[config.mk]
export PLATFORM = sky130hd
export DESIGN_NAME = aes256_enc_ctrl_flat
export DESIGN_NICKNAME = d
export VERILOG_FILES = /design/src/rtl/aes_pkg.sv /design/src/rtl/aes256_enc_ctrl_if.sv /design/src/rtl/aes_mix_columns.sv /design/src/rtl/aes256_enc_ctrl.sv /design/src/flat_wrapper.sv
export SDC_FILE = /design/constraint.sdc
export NUM_CORES = 1
export LEC_CHECK = 0
export CAP_MARGIN = 10
export CORE_AREA = 2 2 257 259
export CTS_CLUSTER_SIZE = 24
export DETAILED_ROUTE_END_ITERATION = 8
export DIE_AREA = 0 0 259 261
export PLACE_DENSITY = 0.68
export RECOVER_POWER = 100
export SYNTH_ARGS = -nofsm -noshare
export SYNTH_HDL_FRONTEND = slang
export SYNTH_SLANG_ARGS = --single-unit
export TNS_END_PERCENT = 10
[constraint.sdc]
create_clock -name clk -period 1.83 [get_ports clk]
set_input_delay 0.366 -clock clk [delete_from_list [all_inputs] [get_ports clk]]
set_output_delay 0.366 -clock clk [all_outputs]
set_load 0.02 [all_outputs]
[src/rtl/aes_pkg.sv]
`default_nettype none
// ============================================================================
// Module      : aes_pkg
// Description : Shared AES constants, FSM encoding and round helper functions.
// Revision    : 1.0 - initial release
// ============================================================================
package aes_pkg;

    localparam int AES_NR_256 = 14;
    localparam int AES_NR_192 = 12;
    localparam int AES_NR_128 = 10;

    typedef logic [2:0] state_t;

    localparam state_t c_IDLE  = 3'd0;
    localparam state_t c_ADD0  = 3'd1;
    localparam state_t c_ROUND = 3'd2;
    localparam state_t c_FINAL = 3'd3;
    localparam state_t c_DONE  = 3'd4;

    function automatic logic [7:0] xtime(input logic [7:0] b);
        return {b[6:0], 1'b0} ^ (b[7] ? 8'h1b : 8'h00);
    endfunction

    // Byte k = 4*col + row sits at [127-8k -: 8]; row r rotates left by r columns.
    function automatic logic [127:0] shift_rows(input logic [127:0] s);
        logic [127:0] o;
        o = '0;
        for (int c = 0; c < 4; c++) begin
            for (int r = 0; r < 4; r++) begin
                o[127 - 8*(4*c + r) -: 8] = s[127 - 8*(4*((c + r) % 4) + r) -: 8];
            end
        end
        return o;
    endfunction

endpackage
`default_nettype wire

[src/rtl/aes256_enc_ctrl_if.sv]
`default_nettype none
// ============================================================================
// Module      : aes256_enc_ctrl_if
// Description : Block in/out handshakes plus the shared sub_bytes data path.
// Revision    : 1.0 - initial release
// ============================================================================
interface aes256_enc_ctrl_if;

    logic         in_valid;
    logic         in_ready;
    logic [127:0] in_block;
    logic         out_valid;
    logic         out_ready;
    logic [127:0] out_block;
    logic [127:0] sb_in;
    logic [127:0] sb_out;

    modport master (
        input  in_valid, in_block, out_ready, sb_out,
        output in_ready, out_valid, out_block, sb_in
    );

    modport slave (
        output in_valid, in_block, out_ready, sb_out,
        input  in_ready, out_valid, out_block, sb_in
    );

endinterface
`default_nettype wire

[src/rtl/aes_mix_columns.sv]
`default_nettype none
// ============================================================================
// Module      : aes_mix_columns
// Description : Combinational AES MixColumns over four independent columns.
// Revision    : 1.0 - initial release
// ============================================================================
module aes_mix_columns
    import aes_pkg::*;
(
    input  wire [127:0] i_state,
    output logic [127:0] o_state
);

    for (genvar c = 0; c < 4; c++) begin : g_col
        logic [7:0] w_a0, w_a1, w_a2, w_a3;

        assign {w_a0, w_a1, w_a2, w_a3} = i_state[127 - 32*c -: 32];

        assign o_state[127 - 32*c -: 32] = {
            xtime(w_a0) ^ xtime(w_a1) ^ w_a1 ^ w_a2 ^ w_a3,
            w_a0 ^ xtime(w_a1) ^ xtime(w_a2) ^ w_a2 ^ w_a3,
            w_a0 ^ w_a1 ^ xtime(w_a2) ^ xtime(w_a3) ^ w_a3,
            xtime(w_a0) ^ w_a0 ^ w_a1 ^ w_a2 ^ xtime(w_a3)
        };
    end

endmodule
`default_nettype wire

[src/rtl/aes256_enc_ctrl.sv]
`default_nettype none
// ============================================================================
// Module      : aes256_enc_ctrl
// Description : Iterative AES round sequencer, one round per cycle, shared S-box.
// Revision    : 1.0 - initial release
// ============================================================================
module aes256_enc_ctrl
    import aes_pkg::*;
#(
    parameter int NR    = AES_NR_256,
    parameter int RK_AW = 4
) (
    input  wire               clk,
    input  wire               rst_n,
    input  wire               key_ready,
    aes256_enc_ctrl_if.master bus,
    output logic              rk_req,
    output logic [RK_AW-1:0]  rk_addr,
    input  wire [127:0]       rk_data,
    output logic              busy,
    output logic [RK_AW-1:0]  round_o
);

    localparam logic [RK_AW-1:0] c_LAST_ROUND = RK_AW'(NR - 1);
    localparam logic [RK_AW-1:0] c_ONE        = RK_AW'(1);

    state_t           r_state;
    state_t           w_next;
    logic [127:0]     r_st;
    logic [127:0]     r_out_block;
    logic [RK_AW-1:0] r_round;
    logic             w_in_ready;
    logic             w_accept;
    logic [127:0]     w_sr;
    logic [127:0]     w_mix;
    logic [127:0]     w_final;

    // Gating with rst_n keeps any handshake from completing while in reset.
    assign w_in_ready = (r_state == c_IDLE) & key_ready & rst_n;
    assign w_accept   = bus.in_valid & w_in_ready;

    assign w_sr    = shift_rows(bus.sb_out);
    assign w_final = w_sr ^ rk_data;

    aes_mix_columns u_mix (
        .i_state (w_sr),
        .o_state (w_mix)
    );

    always_ff @(posedge clk or negedge rst_n) begin
        if (!rst_n) begin
            r_state <= c_IDLE;
        end else begin
            r_state <= w_next;
        end
    end

    always_comb begin
        w_next = r_state;
        case (r_state)
            c_IDLE:  if (w_accept) w_next = c_ADD0;
            c_ADD0:  w_next = c_ROUND;
            c_ROUND: if (r_round == c_LAST_ROUND) w_next = c_FINAL;
            c_FINAL: w_next = c_DONE;
            c_DONE:  if (bus.out_ready) w_next = c_IDLE;
            default: w_next = c_IDLE;
        endcase
    end

    // The key for the next cycle's operation is requested one cycle ahead.
    always_comb begin
        rk_req        = 1'b0;
        rk_addr       = '0;
        bus.out_valid = 1'b0;
        busy          = (r_state != c_IDLE);
        case (r_state)
            c_IDLE:  rk_req = w_accept;
            c_ADD0: begin
                rk_req  = 1'b1;
                rk_addr = c_ONE;
            end
            c_ROUND: begin
                rk_req  = 1'b1;
                rk_addr = r_round + c_ONE;
            end
            c_DONE:  bus.out_valid = 1'b1;
            default: ;
        endcase
    end

    always_ff @(posedge clk or negedge rst_n) begin
        if (!rst_n) begin
            r_st        <= '0;
            r_round     <= '0;
            r_out_block <= '0;
        end else begin
            case (r_state)
                c_IDLE: begin
                    if (w_accept) begin
                        r_st    <= bus.in_block;
                        r_round <= '0;
                    end
                end
                c_ADD0: begin
                    r_st    <= r_st ^ rk_data;
                    r_round <= c_ONE;
                end
                c_ROUND: begin
                    r_st    <= w_mix ^ rk_data;
                    r_round <= r_round + c_ONE;
                end
                c_FINAL: begin
                    r_st        <= w_final;
                    r_out_block <= w_final;
                end
                c_DONE: begin
                    if (bus.out_ready) r_round <= '0;
                end
                default: ;
            endcase
        end
    end

    assign bus.in_ready  = w_in_ready;
    assign bus.sb_in     = r_st;
    assign bus.out_block = r_out_block;
    assign round_o       = r_round;

endmodule
`default_nettype wire

[src/flat_wrapper.sv]
// flat-port wrapper written by rule: the top's interface ports become plain ports
module aes256_enc_ctrl_flat import aes_pkg::*;
#(
    parameter int NR    = AES_NR_256,
    parameter int RK_AW = 4
)
  (clk, rst_n, key_ready, rk_req, rk_addr, rk_data, busy, round_o, bus_in_valid, bus_in_block, bus_out_ready, bus_sb_out, bus_in_ready, bus_out_valid, bus_out_block, bus_sb_in);
  aes256_enc_ctrl_if bus_i ();
  input  wire clk;
  input  wire rst_n;
  input  wire key_ready;
  output logic rk_req;
  output logic [RK_AW-1:0] rk_addr;
  input  wire [127:0] rk_data;
  output logic busy;
  output logic [RK_AW-1:0] round_o;
  input wire logic [$bits(bus_i.in_valid)-1:0] bus_in_valid;
  input wire logic [$bits(bus_i.in_block)-1:0] bus_in_block;
  input wire logic [$bits(bus_i.out_ready)-1:0] bus_out_ready;
  input wire logic [$bits(bus_i.sb_out)-1:0] bus_sb_out;
  output wire logic [$bits(bus_i.in_ready)-1:0] bus_in_ready;
  output wire logic [$bits(bus_i.out_valid)-1:0] bus_out_valid;
  output wire logic [$bits(bus_i.out_block)-1:0] bus_out_block;
  output wire logic [$bits(bus_i.sb_in)-1:0] bus_sb_in;
  assign bus_i.in_valid = bus_in_valid;
  assign bus_i.in_block = bus_in_block;
  assign bus_i.out_ready = bus_out_ready;
  assign bus_i.sb_out = bus_sb_out;
  assign bus_in_ready = bus_i.in_ready;
  assign bus_out_valid = bus_i.out_valid;
  assign bus_out_block = bus_i.out_block;
  assign bus_sb_in = bus_i.sb_in;
  aes256_enc_ctrl #(.NR(NR), .RK_AW(RK_AW)) u_core (.clk(clk), .rst_n(rst_n), .key_ready(key_ready), .bus(bus_i), .rk_req(rk_req), .rk_addr(rk_addr), .rk_data(rk_data), .busy(busy), .round_o(round_o));
endmodule
==> results.yml <==
logic_synthesis:
  synthFlopType: "dfrtp_1"
  synthTopCellsByCount: "xnor2_1, dfrtp_1, nand2_1, nor2_1, xor2_1"
  synth-simple-area-share_pct: 10.1
  synth_top_area_share_pct: 34.0
  synth.distinct_cells: 45
  synth_xor_area_share_pct: 34.1
  synth_compound_area_share_pct: 17.9
  synth_fa_ha_area_share_pct: 0.129
  ys_top_cells_by_area: "dfrtp_1, xnor2_1, xnor3_1"
  yosys.area.top_type: "dfrtp_1"
  synth-edff-count: 0
  synth-seq-cells: 263
  synthArstFlopShare_pct: 100
  synth_area_sq_um: 19400
  syn_area_per_cell_sq_um: 9.60
  ys_seq_area_share_pct: 34.0
  synthCells: 2017
  synth_nets: 2408
  synth.most_common_cell: "xnor2_1"
  synth_top_family_by_area: "XOR/XNOR gates"
  yosys_warnings: 0
  synthMuxAreaShare_pct: 0.310
drt:
  wl_met1_um: 37300
  num_vias: 20100
  first_pass_iters: 5
  dr_wl_met3_um: 7990
  wl_met2_um: 41800
  antenna_left: 0
  wire_per_inst_um: 23.1
  drc_errors: 0
  wl_um: 91000
  vias_per_cell: 5.09
  drtIter0Drc: 1479
  highest_layer: "met5"
finish:
  syn_to_final_growth_pct: 71.8
  nets: 3436
  drive_above_1_share_pct: 24.8
  post-route-util_pct: 51.1
critical_path:
  end_kind: "flop"
  crit_slowest_cell: "dfrtp_2"
  path_class: "reg -> reg"
  cpLargestDelayFamily: "buffers and inverters"
  crit_buf_inv: 4
  crit_chain: "or3b_4, buf_4, buf_12, buf_8, buf_16, nand2_1, o21ai_1, xnor2_1, o22ai_1"
  critical_path.max_fanout: 8
  start_kind: "flop"
  cp_slowest_stage_delay_ps: 440
  critPathArrivalTime_ps: 2520
  critPathRequiredTime_ps: 2210
outcome:
  status: "finished with violations"
  violations: "max-capacitance violations, max-slew violations, negative setup slack"
grt:
  antenna_found_initial: 12
  grt_max_degree: 104
  gr-usage-all-layers_pct: 25.3
  grt_pass1_vias: 20000
  grt_pass1_wl_um: 129000
  overflow: 0
clocking:
  numCtsBuffers: 36
  htreeDepth: 2
  insertion_delay_ps: 550
  cts_buffer_depth: 3
  cts.sinks: 263
  path_clk_slew_ps: 70
  cts_tree: "done"
  cts_root_buffer: "clkbuf_16"
power_and_ir_drop:
  fin_total_pwr_mw: 48.1
  p_leak_nw: 15.7
  ir_drop_mv: 0.885
  powerDensity_nw_per_um2: 1450
floorplan:
  initial_core_util_pct: 29.8
  die_w_um: 259
  rows: 94
  die_area_sq_um: 67600
  core_area_sq_um: 65000
  ios: 657
  die-height_um: 261
timing:
  timing.hold.ws_ps: 430
  grt_setup_unrepaired: "yes"
  period_share_pct: 117
  slew_violations: 157
  final.setup_skew_ps: 15.2
  period_minus_slack_ps: 2130
  max_freq_ghz: 0.469
  hold_viol_final: 0
  setup_viol: 167
  relSlewSlack_pct: -7.55
  worst_pin_slew_ps: 1610
  finalWorstSetupSlack_ps: -304
placed_design:
  dp_hpwl_um: 64700
  place_congestion: 0.972
  portBuffers: 656
min_path:
  hold_path.class: "in -> async"
flow_run:
  max_cap_viol_count: 2
flip-flops by register name (all words and copies together) (netlist names):
name,flops
u_core.bus.out_block,128
u_core.bus.sb_in,128
u_core.r_state,3
u_core.round_o,4
per-layer routing:
layer / track usage (%) / up-vias
met5: 0 / -
met1: 32.6 / 9786
met3: 6.60 / 217
met4: 10.4 / 10
met2: 40.4 / 970
li1: - / 9077
path summary, 6_finish.rpt:
check	end	cells past startpoint	from	slack (ps)
max in group asynchronous	u_core.bus.sb_in[25]	3	rst_n	110
max reg2reg	u_core.bus.sb_in[62]	9	u_core.r_state[0]	-300
max	u_core.bus.sb_in[62]	9	u_core.r_state[0]	-300
min in group clk	u_core.bus.out_block[103]	1	u_core.bus.out_block[103]	470
min reg2reg	u_core.bus.out_block[103]	1	u_core.bus.out_block[103]	470
min	u_core.bus.out_block[79]	3	rst_n	430
through the flow:
step           std cells  instance area [sq um]  setup slack [ps]  setup TNS, ps
2_1_floorplan       2017                  19400             -30.1          -45.6
3_3_place_gp        3826                  30100              -674         -54870
3_5_place_dp        3826                  30100              -608         -59900
4_1_cts             3926                  32300              -291         -34250
5_1_grt             3939                  33200              -368         -52570
6_report            3943                  33300              -304         -21620
what timing repair did:
| action | CTS | global route |
|---|---|---|
| cloned | 11 | 6 |
| buffers inserted | 26 | 5 |
| gates resized for setup | 377 | 249 |
| pin swaps | 37 | 17 |
| endpoints found under the setup margin | 421 | 307 |
| hold endpoints to repair | 5 | 0 |
| hold buffers | 1 | 0 |
cells in the final DEF, fill, tap and decap left out, drive strengths merged, types with 7 or more instances in the layout:
master         count
a211oi            77
a21o              83
a221oi            51
a22o              45
buf              489
clkbuf            56
clkdlybuf4s50    387
clkinv             7
dfrtp            263
diode             10
dlygate4sd2      137
dlymetal6s2s     117
nand2            232
nor2             167
nor3b             49
o21ai            170
o22ai             80
xnor2            400
xnor3             69
xor2             130
xor3              13
where the power goes:
part	total [mW]	internal, mW	switching (mW)	leakage (nW)
clock	7.55	4.51	3.04	0.587
combinational	29.6	14.0	15.6	12.0
sequential	11.0	8.75	2.27	3.08
logic make-up (layout without fill, tap and decap cells):
| family | count (synthesis) | after routing |
|---|---|---|
| xor gates and xnor gates | 612 | 612 |
| AOI/OAI and AO/OA | 514 | 514 |
| and+or+nand+nor | 460 | 461 |
| DFF | 263 | 263 |
| buffers and inverters | 160 | 1211 |
| muxes | 6 | 6 |
| adders and majority gates | 2 | 2 |
| other | 0 | 10 |
worst min-delay path, cell delays in order:
cell      delay [ps]
buf_6            120
clkbuf_1         240
clkbuf_4         780
area by class of cell:
class | count | area, sq um
multi-input combinational | 1595 | 13000
fill | 5850 | 31800
antenna | 10 | 25.0
sequential | 263 | 6580
clock inverter | 17 | 235
inverter | 3 | 11.3
tap | 864 | 1080
clock buffer | 45 | 976
timing repair buffer | 1146 | 11300
Power figures use the tool's default switching activity.
